==> config.mk <==
export PLATFORM = sky130hd
export DESIGN_NAME = ddr3_app_arbiter
export DESIGN_NICKNAME = d
export VERILOG_FILES = /design/src/rtl/ddr3_arb_pkg.sv /design/src/rtl/ddr3_tag_fifo.sv /design/src/rtl/ddr3_app_arbiter.sv
export SDC_FILE = /design/constraint.sdc
export NUM_CORES = 1
export LEC_CHECK = 0
export BUFFER_PORTS_ARGS = -buffer_cell sky130_fd_sc_hd__buf_2
export CAP_MARGIN = 15
export CELL_PAD_IN_SITES_DETAIL_PLACEMENT = 1
export CELL_PAD_IN_SITES_GLOBAL_PLACEMENT = 2
export CORE_AREA = 3 3 573 575
export DETAILED_ROUTE_END_ITERATION = 10
export DIE_AREA = 0 0 576 578
export GPL_TIMING_DRIVEN = 0
export PLACE_DENSITY = 0.38
export SYNTH_ARGS = -nofsm -noshare
export SYNTH_HDL_FRONTEND = slang
export SYNTH_HIERARCHICAL = 1
export SYNTH_SLANG_ARGS = --single-unit
==> constraint.sdc <==
create_clock -name clk -period 5.3 [get_ports clk]
set_input_delay 0.53 -clock clk [delete_from_list [all_inputs] [get_ports clk]]
set_output_delay 0.53 -clock clk [all_outputs]
set_load 0.05 [all_outputs]
==> src/rtl/ddr3_arb_pkg.sv <==
// Shared definitions for the DDR3 application-port arbiter: controller command
// encodings and the arbitration state type.
package ddr3_arb_pkg;

  localparam logic [2:0] CMD_WR = 3'd0;
  localparam logic [2:0] CMD_RD = 3'd1;

  typedef enum logic [1:0] {
    ST_IDLE = 2'd0,
    ST_OWN0 = 2'd1,
    ST_OWN1 = 2'd2
  } arb_state_e;

  // Anything that is not a write is issued and tracked as a read.
  function automatic logic is_read(input logic [2:0] cmd);
    return (cmd != CMD_WR);
  endfunction

endpackage

==> src/rtl/ddr3_tag_fifo.sv <==
// One-bit-wide tag FIFO recording which port issued each outstanding read,
// popped in order as read data returns from the controller.
module ddr3_tag_fifo #(
  parameter int DEPTH = 16
) (
  input  logic                       clk,
  input  logic                       rst,
  input  logic                       push,
  input  logic                       din,
  input  logic                       pop,
  output logic                       dout,
  output logic                       full,
  output logic                       empty,
  output logic [$clog2(DEPTH+1)-1:0] count
);

  localparam int PTR_W = $clog2(DEPTH);
  localparam int CNT_W = $clog2(DEPTH + 1);

  logic [DEPTH-1:0] mem_r;
  logic [PTR_W-1:0] wr_ptr_r;
  logic [PTR_W-1:0] rd_ptr_r;
  logic [CNT_W-1:0] count_r;
  logic             do_push_s;
  logic             do_pop_s;

  assign do_push_s = push & ~full;
  assign do_pop_s  = pop & ~empty;

  // Storage, pointers and occupancy; pointers wrap naturally on a power-of-two depth
  always_ff @(posedge clk) begin
    if (rst) begin
      mem_r    <= {DEPTH{1'b0}};
      wr_ptr_r <= {PTR_W{1'b0}};
      rd_ptr_r <= {PTR_W{1'b0}};
      count_r  <= {CNT_W{1'b0}};
    end else begin
      if (do_push_s) begin
        mem_r[wr_ptr_r] <= din;
        wr_ptr_r        <= wr_ptr_r + PTR_W'(1);
      end
      if (do_pop_s) begin
        rd_ptr_r <= rd_ptr_r + PTR_W'(1);
      end
      case ({do_push_s, do_pop_s})
        2'b10:   count_r <= count_r + CNT_W'(1);
        2'b01:   count_r <= count_r - CNT_W'(1);
        default: count_r <= count_r;
      endcase
    end
  end

  assign dout  = mem_r[rd_ptr_r];
  assign full  = (count_r == CNT_W'(DEPTH));
  assign empty = (count_r == {CNT_W{1'b0}});
  assign count = count_r;

endmodule

==> src/rtl/ddr3_app_arbiter.sv <==
// Shares the DDR3 app command/write-data port between two requesters using
// run-limited round-robin; read data is steered back through an in-order tag FIFO.
module ddr3_app_arbiter
  import ddr3_arb_pkg::*;
#(
  parameter int ADDR_WIDTH     = 29,
  parameter int APP_DATA_WIDTH = 256,
  parameter int APP_MASK_WIDTH = 32,
  parameter int MAX_RUN        = 8,
  parameter int TAG_DEPTH      = 16
) (
  input  logic                      clk,
  input  logic                      rst,
  input  logic                      init_calib_complete,
  input  logic                      m0_req,
  input  logic [2:0]                m0_cmd,
  input  logic [ADDR_WIDTH-1:0]     m0_addr,
  input  logic [APP_DATA_WIDTH-1:0] m0_wr_data,
  input  logic [APP_MASK_WIDTH-1:0] m0_wr_mask,
  output logic                      m0_ack,
  output logic                      m0_rd_valid,
  input  logic                      m1_req,
  input  logic [2:0]                m1_cmd,
  input  logic [ADDR_WIDTH-1:0]     m1_addr,
  input  logic [APP_DATA_WIDTH-1:0] m1_wr_data,
  input  logic [APP_MASK_WIDTH-1:0] m1_wr_mask,
  output logic                      m1_ack,
  output logic                      m1_rd_valid,
  output logic [APP_DATA_WIDTH-1:0] rd_data,
  input  logic                      app_rdy,
  input  logic                      app_wdf_rdy,
  output logic                      app_en,
  output logic [2:0]                app_cmd,
  output logic [ADDR_WIDTH-1:0]     app_addr,
  output logic                      app_wdf_wren,
  output logic                      app_wdf_end,
  output logic [APP_DATA_WIDTH-1:0] app_wdf_data,
  output logic [APP_MASK_WIDTH-1:0] app_wdf_mask,
  input  logic                      app_rd_data_valid,
  input  logic [APP_DATA_WIDTH-1:0] app_rd_data,
  output logic                      rd_err
);

  localparam int               RUN_W   = $clog2(MAX_RUN + 1);
  localparam int               CNT_W   = $clog2(TAG_DEPTH + 1);
  localparam logic [RUN_W-1:0] RUN_MAX = RUN_W'(MAX_RUN);
  localparam logic [RUN_W-1:0] RUN_ONE = RUN_W'(1);

  arb_state_e       state_r, state_nxt_s;
  logic [RUN_W-1:0] run_r, run_nxt_s, run_inc_s;
  logic             rd_err_r;
  logic             is_rd0_s, is_rd1_s, elig0_s, elig1_s, grant0_s, grant1_s;
  logic             tag_push_s, tag_head_s, tag_full_s, tag_empty_s;
  logic [CNT_W-1:0] tag_count_s;

  assign is_rd0_s  = is_read(m0_cmd);
  assign is_rd1_s  = is_read(m1_cmd);
  assign elig0_s   = m0_req & init_calib_complete & app_rdy & (is_rd0_s ? ~tag_full_s : app_wdf_rdy);
  assign elig1_s   = m1_req & init_calib_complete & app_rdy & (is_rd1_s ? ~tag_full_s : app_wdf_rdy);
  assign run_inc_s = (run_r < RUN_MAX) ? (run_r + RUN_ONE) : RUN_MAX;

  // Winner selection and next ownership; the owner keeps the port until its run expires
  always_comb begin
    state_nxt_s = state_r;
    run_nxt_s   = run_r;
    grant0_s    = 1'b0;
    grant1_s    = 1'b0;
    if (!init_calib_complete) begin
      state_nxt_s = state_r;
    end else begin
      case (state_r)
        ST_IDLE: begin
          if (elig1_s && !elig0_s) begin
            grant1_s = 1'b1; state_nxt_s = ST_OWN1; run_nxt_s = RUN_ONE;
          end else if (elig0_s) begin
            grant0_s = 1'b1; state_nxt_s = ST_OWN0; run_nxt_s = RUN_ONE;
          end else begin
            state_nxt_s = ST_IDLE;
          end
        end
        ST_OWN0: begin
          if (elig0_s && ((run_r < RUN_MAX) || !m1_req)) begin
            grant0_s = 1'b1; run_nxt_s = run_inc_s;
          end else if (elig1_s) begin
            grant1_s = 1'b1; state_nxt_s = ST_OWN1; run_nxt_s = RUN_ONE;
          end else if (!m0_req && !m1_req) begin
            state_nxt_s = ST_IDLE; run_nxt_s = {RUN_W{1'b0}};
          end else begin
            state_nxt_s = ST_OWN0;
          end
        end
        ST_OWN1: begin
          if (elig1_s && ((run_r < RUN_MAX) || !m0_req)) begin
            grant1_s = 1'b1; run_nxt_s = run_inc_s;
          end else if (elig0_s) begin
            grant0_s = 1'b1; state_nxt_s = ST_OWN0; run_nxt_s = RUN_ONE;
          end else if (!m0_req && !m1_req) begin
            state_nxt_s = ST_IDLE; run_nxt_s = {RUN_W{1'b0}};
          end else begin
            state_nxt_s = ST_OWN1;
          end
        end
        default: begin
          state_nxt_s = ST_IDLE; run_nxt_s = {RUN_W{1'b0}};
        end
      endcase
    end
  end

  // Arbitration state, run length and sticky underflow flag
  always_ff @(posedge clk) begin
    if (rst) begin
      state_r  <= ST_IDLE;
      run_r    <= {RUN_W{1'b0}};
      rd_err_r <= 1'b0;
    end else begin
      state_r <= state_nxt_s;
      run_r   <= run_nxt_s;
      if (app_rd_data_valid && (tag_count_s == {CNT_W{1'b0}})) begin
        rd_err_r <= 1'b1;
      end else begin
        rd_err_r <= rd_err_r;
      end
    end
  end

  assign tag_push_s = (grant0_s & is_rd0_s) | (grant1_s & is_rd1_s);

  ddr3_tag_fifo #(.DEPTH(TAG_DEPTH)) u_tag_fifo (
    .clk   (clk),
    .rst   (rst),
    .push  (tag_push_s),
    .din   (grant1_s),
    .pop   (app_rd_data_valid),
    .dout  (tag_head_s),
    .full  (tag_full_s),
    .empty (tag_empty_s),
    .count (tag_count_s)
  );

  assign m0_ack       = grant0_s;
  assign m1_ack       = grant1_s;
  assign app_en       = grant0_s | grant1_s;
  assign app_cmd      = grant1_s ? m1_cmd : m0_cmd;
  assign app_addr     = grant1_s ? m1_addr : m0_addr;
  assign app_wdf_wren = (grant0_s & ~is_rd0_s) | (grant1_s & ~is_rd1_s);
  assign app_wdf_end  = app_wdf_wren;
  assign app_wdf_data = grant1_s ? m1_wr_data : m0_wr_data;
  assign app_wdf_mask = grant1_s ? m1_wr_mask : m0_wr_mask;
  assign m0_rd_valid  = app_rd_data_valid & ~tag_empty_s & ~tag_head_s;
  assign m1_rd_valid  = app_rd_data_valid & ~tag_empty_s & tag_head_s;
  assign rd_data      = app_rd_data;
  assign rd_err       = rd_err_r;

endmodule

; After elaboration in Yosys (flattened, before gate mapping)
; Cells that the tools add are included.
[word_totals]
regBits = 36
output_inout_bits = 584
[op_classes]
addsub = 5
n_lt_le_gt_ge = 4
eq_ne = 8
muxes = 42
bitwise_logic = 22
n_reduce_logical = 18
[op_table]
columns = operator, n
row1 = $mux W256, 1
row2 = $mux W32, 1
row3 = $mux W4, 8
row4 = $mux W29, 1
row5 = $bwmux W16, 1
row6 = $mux W1, 16
row7 = $and A1 B1 Y1, 14
row8 = $add A4 B1 Y4 const B, 3
row9 = $mux W2, 6
row10 = $pmux W4 S3, 1
row11 = $lt A4 B5 Y1 const B, 2
row12 = $pmux W5 S2, 1
row13 = $logic_and A1 B1 Y1, 6
row14 = $pmux W1 S3, 2
row15 = $pmux W2 S3, 1
row16 = $reduce_bool A3 Y1, 2
row17 = $add A5 B1 Y5 const B, 1
row18 = $eq A5 B5 Y1 const B, 1
row19 = $logic_not A5 Y1, 1
row20 = $not A1 Y1, 5
row21 = $sub A5 B1 Y5 const B, 1
row22 = $bmux W1 S4, 1
row23 = $demux W1 S4, 1
row24 = $eq A2 B1 Y1 const B, 2
row25 = 13 further kinds, 20

; Longest topological paths before layout
[logic_depth]
ltp_word = 14
ltp_mapped = 22
mapped_depth_nobuf = 18

; By module
; Netlist, hierarchy kept.
[by_module_without_submodules]
columns = module, n_inst, cells_per_inst, area_per_inst_um2, seq_area_each_um2
row1 = ddr3_app_arbiter, 1, 711, 6506.2, 140.1
row2 = ddr3_tag_fifo, 1, 181, 1614.0, 580.6

; Worst setup path before layout
; No wires, ideal clock.
[synth_path]
path_kind = flip-flop to flip-flop
from = reg u_tag_fifo.count_r[0] (netlist: u_tag_fifo/count[0])
to = reg u_tag_fifo.count_r[4] (netlist: u_tag_fifo/count[4])
arrival_time_ns = 4.481
setup_slack_ns = 0.698
path_stages_with_launch = 22
n_path_buf = 4
period_less_slack_ns = 4.602
cell_sequence = dfxtp_1 -> or4_1 -> buf_2 -> nor2_8 -> buf_6 -> o31a_1 -> nor3_4 -> a21oi_1 -> o21ai_2 -> buf_4 -> buf_4 -> inv_1 -> o2bb2ai_1 -> inv_1 -> a21oi_1 -> inv_1 -> ha_1 -> ha_1 -> nand2b_1 -> a21oi_1 -> mux2i_1 -> mux2_2
[synth_between]
elab_chain_len = 14
word_cells_on_any_way = 35
cone_classes = add/sub: 2 / eq/ne: 3 / mux: 15 / bitwise: 9 / reduce/logical: 6
[synth_rtl]
columns = element, line
row1 = "start, declared", ddr3_tag_fifo.sv:23  ; logic [CNT_W-1:0] count_r;
row2 = "start signal, assigned", ddr3_tag_fifo.sv:36  ; count_r <= {CNT_W{1'b0}};
row3 = "start signal, assigned", ddr3_tag_fifo.sv:46  ; 2'b10: count_r <= count_r + CNT_W'(1);
row4 = "start signal, assigned", ddr3_tag_fifo.sv:47  ; 2'b01: count_r <= count_r - CNT_W'(1);
row5 = $eq A5 B5 Y1 (*), ddr3_tag_fifo.sv:54  ; assign full = (count_r == CNT_W'(DEPTH));
row6 = net tag_full_s, ddr3_app_arbiter.sv:53  ; logic tag_push_s, tag_head_s, tag_full_s, tag_empty_s;
row7 = $not A1 Y1 (*), "ddr3_app_arbiter.sv:58, ddr3_app_arbiter.sv:59"
row8 = $mux W1, ddr3_app_arbiter.sv:58  ; assign elig0_s = m0_req & init_calib_complete & app_rdy & (is_rd0_s ? ~tag_full_s : app_wdf_rdy);
row9 = $and A1 B1 Y1, ddr3_app_arbiter.sv:58
row10 = $logic_not A1 Y1, ddr3_app_arbiter.sv:73  ; if (elig1_s && !elig0_s) begin
row11 = $logic_and A1 B1 Y1, ddr3_app_arbiter.sv:73
row12 = $mux W1, ddr3_app_arbiter.sv:73
row13 = $pmux W1 S3 (*), ddr3_app_arbiter.sv:71  ; case (state_r)
row14 = $mux W1 (*), ddr3_app_arbiter.sv:68  ; if (!init_calib_complete) begin
row15 = net m1_ack, ddr3_app_arbiter.sv:27  ; output logic m1_ack,
row16 = $and A1 B1 Y1 (*), ddr3_app_arbiter.sv:127  ; assign tag_push_s = (grant0_s & is_rd0_s) | (grant1_s & is_rd1_s);
row17 = $or A1 B1 Y1 (*), ddr3_app_arbiter.sv:127
row18 = net tag_push_s, ddr3_app_arbiter.sv:53
row19 = $and A1 B1 Y1 (*), ddr3_tag_fifo.sv:27  ; assign do_push_s = push & ~full;
row20 = $eq A2 B1 Y1 or $eq A2 B2 Y1 (tied branches), ddr3_tag_fifo.sv:45  ; case ({do_push_s, do_pop_s})
row21 = $pmux W5 S2 or $reduce_bool A2 Y1 (tied branches), -
; The timed path passes the listed nets; every way through them passes the cells marked *.
; A chain may end at the register's enable or synchronous reset.

; Worst setup path after layout
[layout_path]
from = reg u_tag_fifo.count_r[0] (netlist: u_tag_fifo/count[0])
to = reg u_tag_fifo.count_r[4] (netlist: u_tag_fifo/count[4])
[layout_between]
elab_chain_len = 14
word_cells_on_any_way = 35
cone_classes = add/sub: 2 / eq/ne: 3 / mux: 15 / bitwise: 9 / reduce/logical: 6
[layout_rtl]
columns = element, line
row1 = $eq A5 B5 Y1 (*), ddr3_tag_fifo.sv:54
row2 = net tag_full_s, ddr3_app_arbiter.sv:53
row3 = $not A1 Y1 (*), "ddr3_app_arbiter.sv:58, ddr3_app_arbiter.sv:59"
row4 = $mux W1, ddr3_app_arbiter.sv:58
row5 = $and A1 B1 Y1, ddr3_app_arbiter.sv:58
row6 = $logic_not A1 Y1, ddr3_app_arbiter.sv:73
row7 = $logic_and A1 B1 Y1, ddr3_app_arbiter.sv:73
row8 = $mux W1, ddr3_app_arbiter.sv:73
row9 = $pmux W1 S3, ddr3_app_arbiter.sv:71
row10 = $mux W1, ddr3_app_arbiter.sv:68
row11 = $and A1 B1 Y1, ddr3_app_arbiter.sv:127
row12 = $or A1 B1 Y1 (*), ddr3_app_arbiter.sv:127
row13 = net tag_push_s, ddr3_app_arbiter.sv:53
row14 = $and A1 B1 Y1 (*), ddr3_tag_fifo.sv:27
row15 = $eq A2 B1 Y1 or $eq A2 B2 Y1 (tied branches), ddr3_tag_fifo.sv:45
row16 = $pmux W5 S2 or $reduce_bool A2 Y1 (tied branches), -
; Marked as above.

==> out/summary.txt <==
Slew @ Worst Pin = 0.831 ns
Slew Viols, Final = 0
CP Buf/Inv Count = 7
min Tclk post-route = 4.85 ns
Lkg Pwr = 8.50 nW
die width = 576 um
syn_nets = 1807
Pint = 1.34 mW
Clock Latency Late Sink = 0.29 ns
std cell rows = 209
vias in the first global route = 13.3k
die area = 333000 sq um
IO Pins = 1488
maximum vdd drop = 0.123 mV
CTS H-tree lvls = 2
CTS buffer count = 5
cell count after placement = 6447
max incr delay on CP = 0.51 ns
hold crit path type = flip-flop to flip-flop
Hold Fails Final Rpt = 0
highest routed layer = met5
Worst Clk Skew = 0.00830 ns
final RePlAce weighted congestion = 0.974
Worst Setup Path Type = flip-flop to flip-flop
critical path endpoint category = flip-flop
Post-Synthesis Cells = 892
WP data required = 5.48 ns
area of placed instances = 19700 sq um
layout cell share with drive strength beyond 1 = 75.4%
overall power = 4.03 mW
Layout area overhead = 148%
Final setup viols = 0
die span in y = 578 um
outcome = completed
CTS Hold Bufs = 0
Syn. warnings = 6
GRT overflow = 0
RSZ-0062 raised after global routing = no
Starting Density = 2.51%
FMAX = 206 MHz
pre-CTS setup slack = -0.168 ns
DR iter-0 viols = 665
drt first pass iters = 5
post-synthesis sequential area ratio = 8.88%
Post-synth top flop = dfxtp_1
mapped cell area = 8120 sq um
Top cell by count, worst path = inv_1
crit path cell chain = or4_1, buf_2, nor2_8, buf_6, o31a_1, nor3_4, a21oi_2, o21ai_4, buf_6, buf_4, inv_1, o2bb2ai_1, inv_1, a21oi_4, inv_1, ha_2, ha_1, nand2b_1, a21oi_1, mux2i_1, mux2_2
part of the power in registers = 8.4%
detailed placement HPWL = 234 mm
final WL = 242 mm
Root Buffer = clkbuf_16
# DRC = 0
via count = 13.7k
core footprint = 324000 sq um
clk sinks = 36
post-synth cell types = 55
crit path DAT = 5.03 ns
via density per instance = 2.09
CP max-delay cell = or4_1
Worst slew margin = 43.9%
Max-Cap Viols = 0
clock share of power = 8.7%
type of origin of the critical path = flip-flop
P_sw = 2.69 mW
share of synthesized registers carrying an async set or reset = 0%
initial antenna violation count = 327
worst setup margin = 0.445 ns
fin area = 20200 sq um
TritonCTS clock tree = done
Finished Core Util = 6.23%
Final ANT Viol Nets = 0
worst-case clock buffer depth = 2
Post-synth EDFFs = 0
Met1 Wirelength = 110 mm
# nets final = 3045
wire length on met2 = 108 mm
crit path max fanout = 11
metal3 WL = 19.7 mm
Filler Cell Count = 39.1k
wire length per cell = 36.9 um
Crit path max-delay family = compound AO/OA/AOI/OAI gates
syn avg cell area = 9.10 sq um
clock input transition at the sequential cells of the worst setup and hold paths = 0.06 ns
Post-Layout Cell Count = 6557
fin crit share = 91.6%
Seq cells post-synth = 36
Buffers on Ports = 1229
combinational share of power = 82.9%
sw frac = 66.7%
largest net degree at the start of global routing = 13
PwrDens = 200 nW/um^2
Total GRT Usage = 13.8%
first-pass GRT wire length = 272 mm
[cell type report]
cell class / instances / area, sq um / share of cell area, %
inverter: 15 / 56.3 / 0.279
timing repair buffer: 1231 / 6180 / 30.6
sequential: 36 / 726 / 3.60
buffer: 310 / 2300 / 11.4
antenna: 101 / 253 / 1.25
clock buffer: 6 / 129 / 0.639
tap: 4325 / 5410 / 26.8
clock inverter: 2 / 35.0 / 0.174
multi-input combinational: 531 / 5070 / 25.2
[synthesized netlist by cell type, types with 11 or more instances]
library cell,n,area share (%)
a21oi_1,32,2.0
nand3_1,17,1.0
clkbuf_1,13,0.60
dfxtp_1,36,8.9
inv_1,15,0.69
buf_4,277,26
buf_6,11,1.5
mux2_1,267,37
nor2_1,28,1.3
mux2_2,54,7.5
nand2_1,13,0.60
[power by group through the flow]
stage,combinational [mW],sequential (mW),clock (mW)
finish,3.34,0.340,0.349
global route,3.50,0.348,0.374
CTS,3.45,0.338,0.366
detailed placement,3.43,0.344,0
global placement,3.44,0.343,0
floorplan,1.89,0.340,0
[kinds of logic (layout without fill, tap and decap cells)]
kind of cell / count (synthesis) / count (layout) / synth area share, %
adders and majority gates: 11 / 11 / 1.79
muxes: 330 / 330 / 46.4
other: 0 / 101 / 0
AOI/OAI and AO/OA: 85 / 85 / 6.67
and+or+nand+nor: 97 / 97 / 6.44
DFF: 36 / 36 / 8.88
xor gates and xnor gates: 8 / 8 / 0.863
buffers and inverters: 325 / 1564 / 29.0
[sequential cells by signal, indices dropped and copies added, names as in the netlist]
register / count
u_tag_fifo/mem_r: 16
u_tag_fifo/wr_ptr_r: 4
run_r: 4
rd_err: 1
u_tag_fifo/rd_ptr_r: 4
state_r: 2
u_tag_fifo/count: 5
[layer usage]
layer / track usage, % / vias up
met1: 18.7 / 6408
li1: - / 5494
met2: 21.9 / 1383
met5: 0 / -
met3: 4.03 / 326
met4: 2.08 / 78
[per-stage QoR]
step,setup TNS (ns),hold slack [ns]
finish,0,0.469
global route,0,0.498
CTS,0,0.471
detailed placement,-0.168,0.461
global placement,-4.02,0.454
floorplan,0,0.439
[worst min-delay path, stage by stage, from the launching register on]
cell and delay, ns:
dfxtp_1 0.31, o41ai_1 0.06, a21oi_1 0.06
[path summary, 6_finish.rpt]
kind         cells after the start  slack, ns           startpoint             endpoint
max reg2reg                     21       0.45  u_tag_fifo/count[0]  u_tag_fifo/count[4]
max                             21       0.45  u_tag_fifo/count[0]  u_tag_fifo/count[4]
min reg2reg                      2       0.47  u_tag_fifo/mem_r[2]  u_tag_fifo/mem_r[2]
min                              2       0.47  u_tag_fifo/mem_r[2]  u_tag_fifo/mem_r[2]
[repair_timing]
| item | 4_1_cts | 5_1_grt |
|---|---|---|
| gates resized for setup | 2 | 8 |
| pin swaps | 1 | 1 |
| endpoints found under the setup margin | 2 | 2 |
| setup buffers | 0 | 1 |
| endpoints found under the hold margin | 0 | 0 |
[cell usage in the layout, fill, tap and decap left out, types with 9 or more instances in the layout]
master,count
a21oi_1,30
buf_6,12
inv_1,15
nor2_1,28
o31ai_1,10
mux2_1,267
dfxtp_1,32
mux2_2,54
ha_1,9
o21ai_0,9
nand3_1,17
buf_2,1237
buf_4,277
nand2_1,13
clkbuf_1,14
diode_2,101
Note: power is estimated with default switching activity, not from simulation.
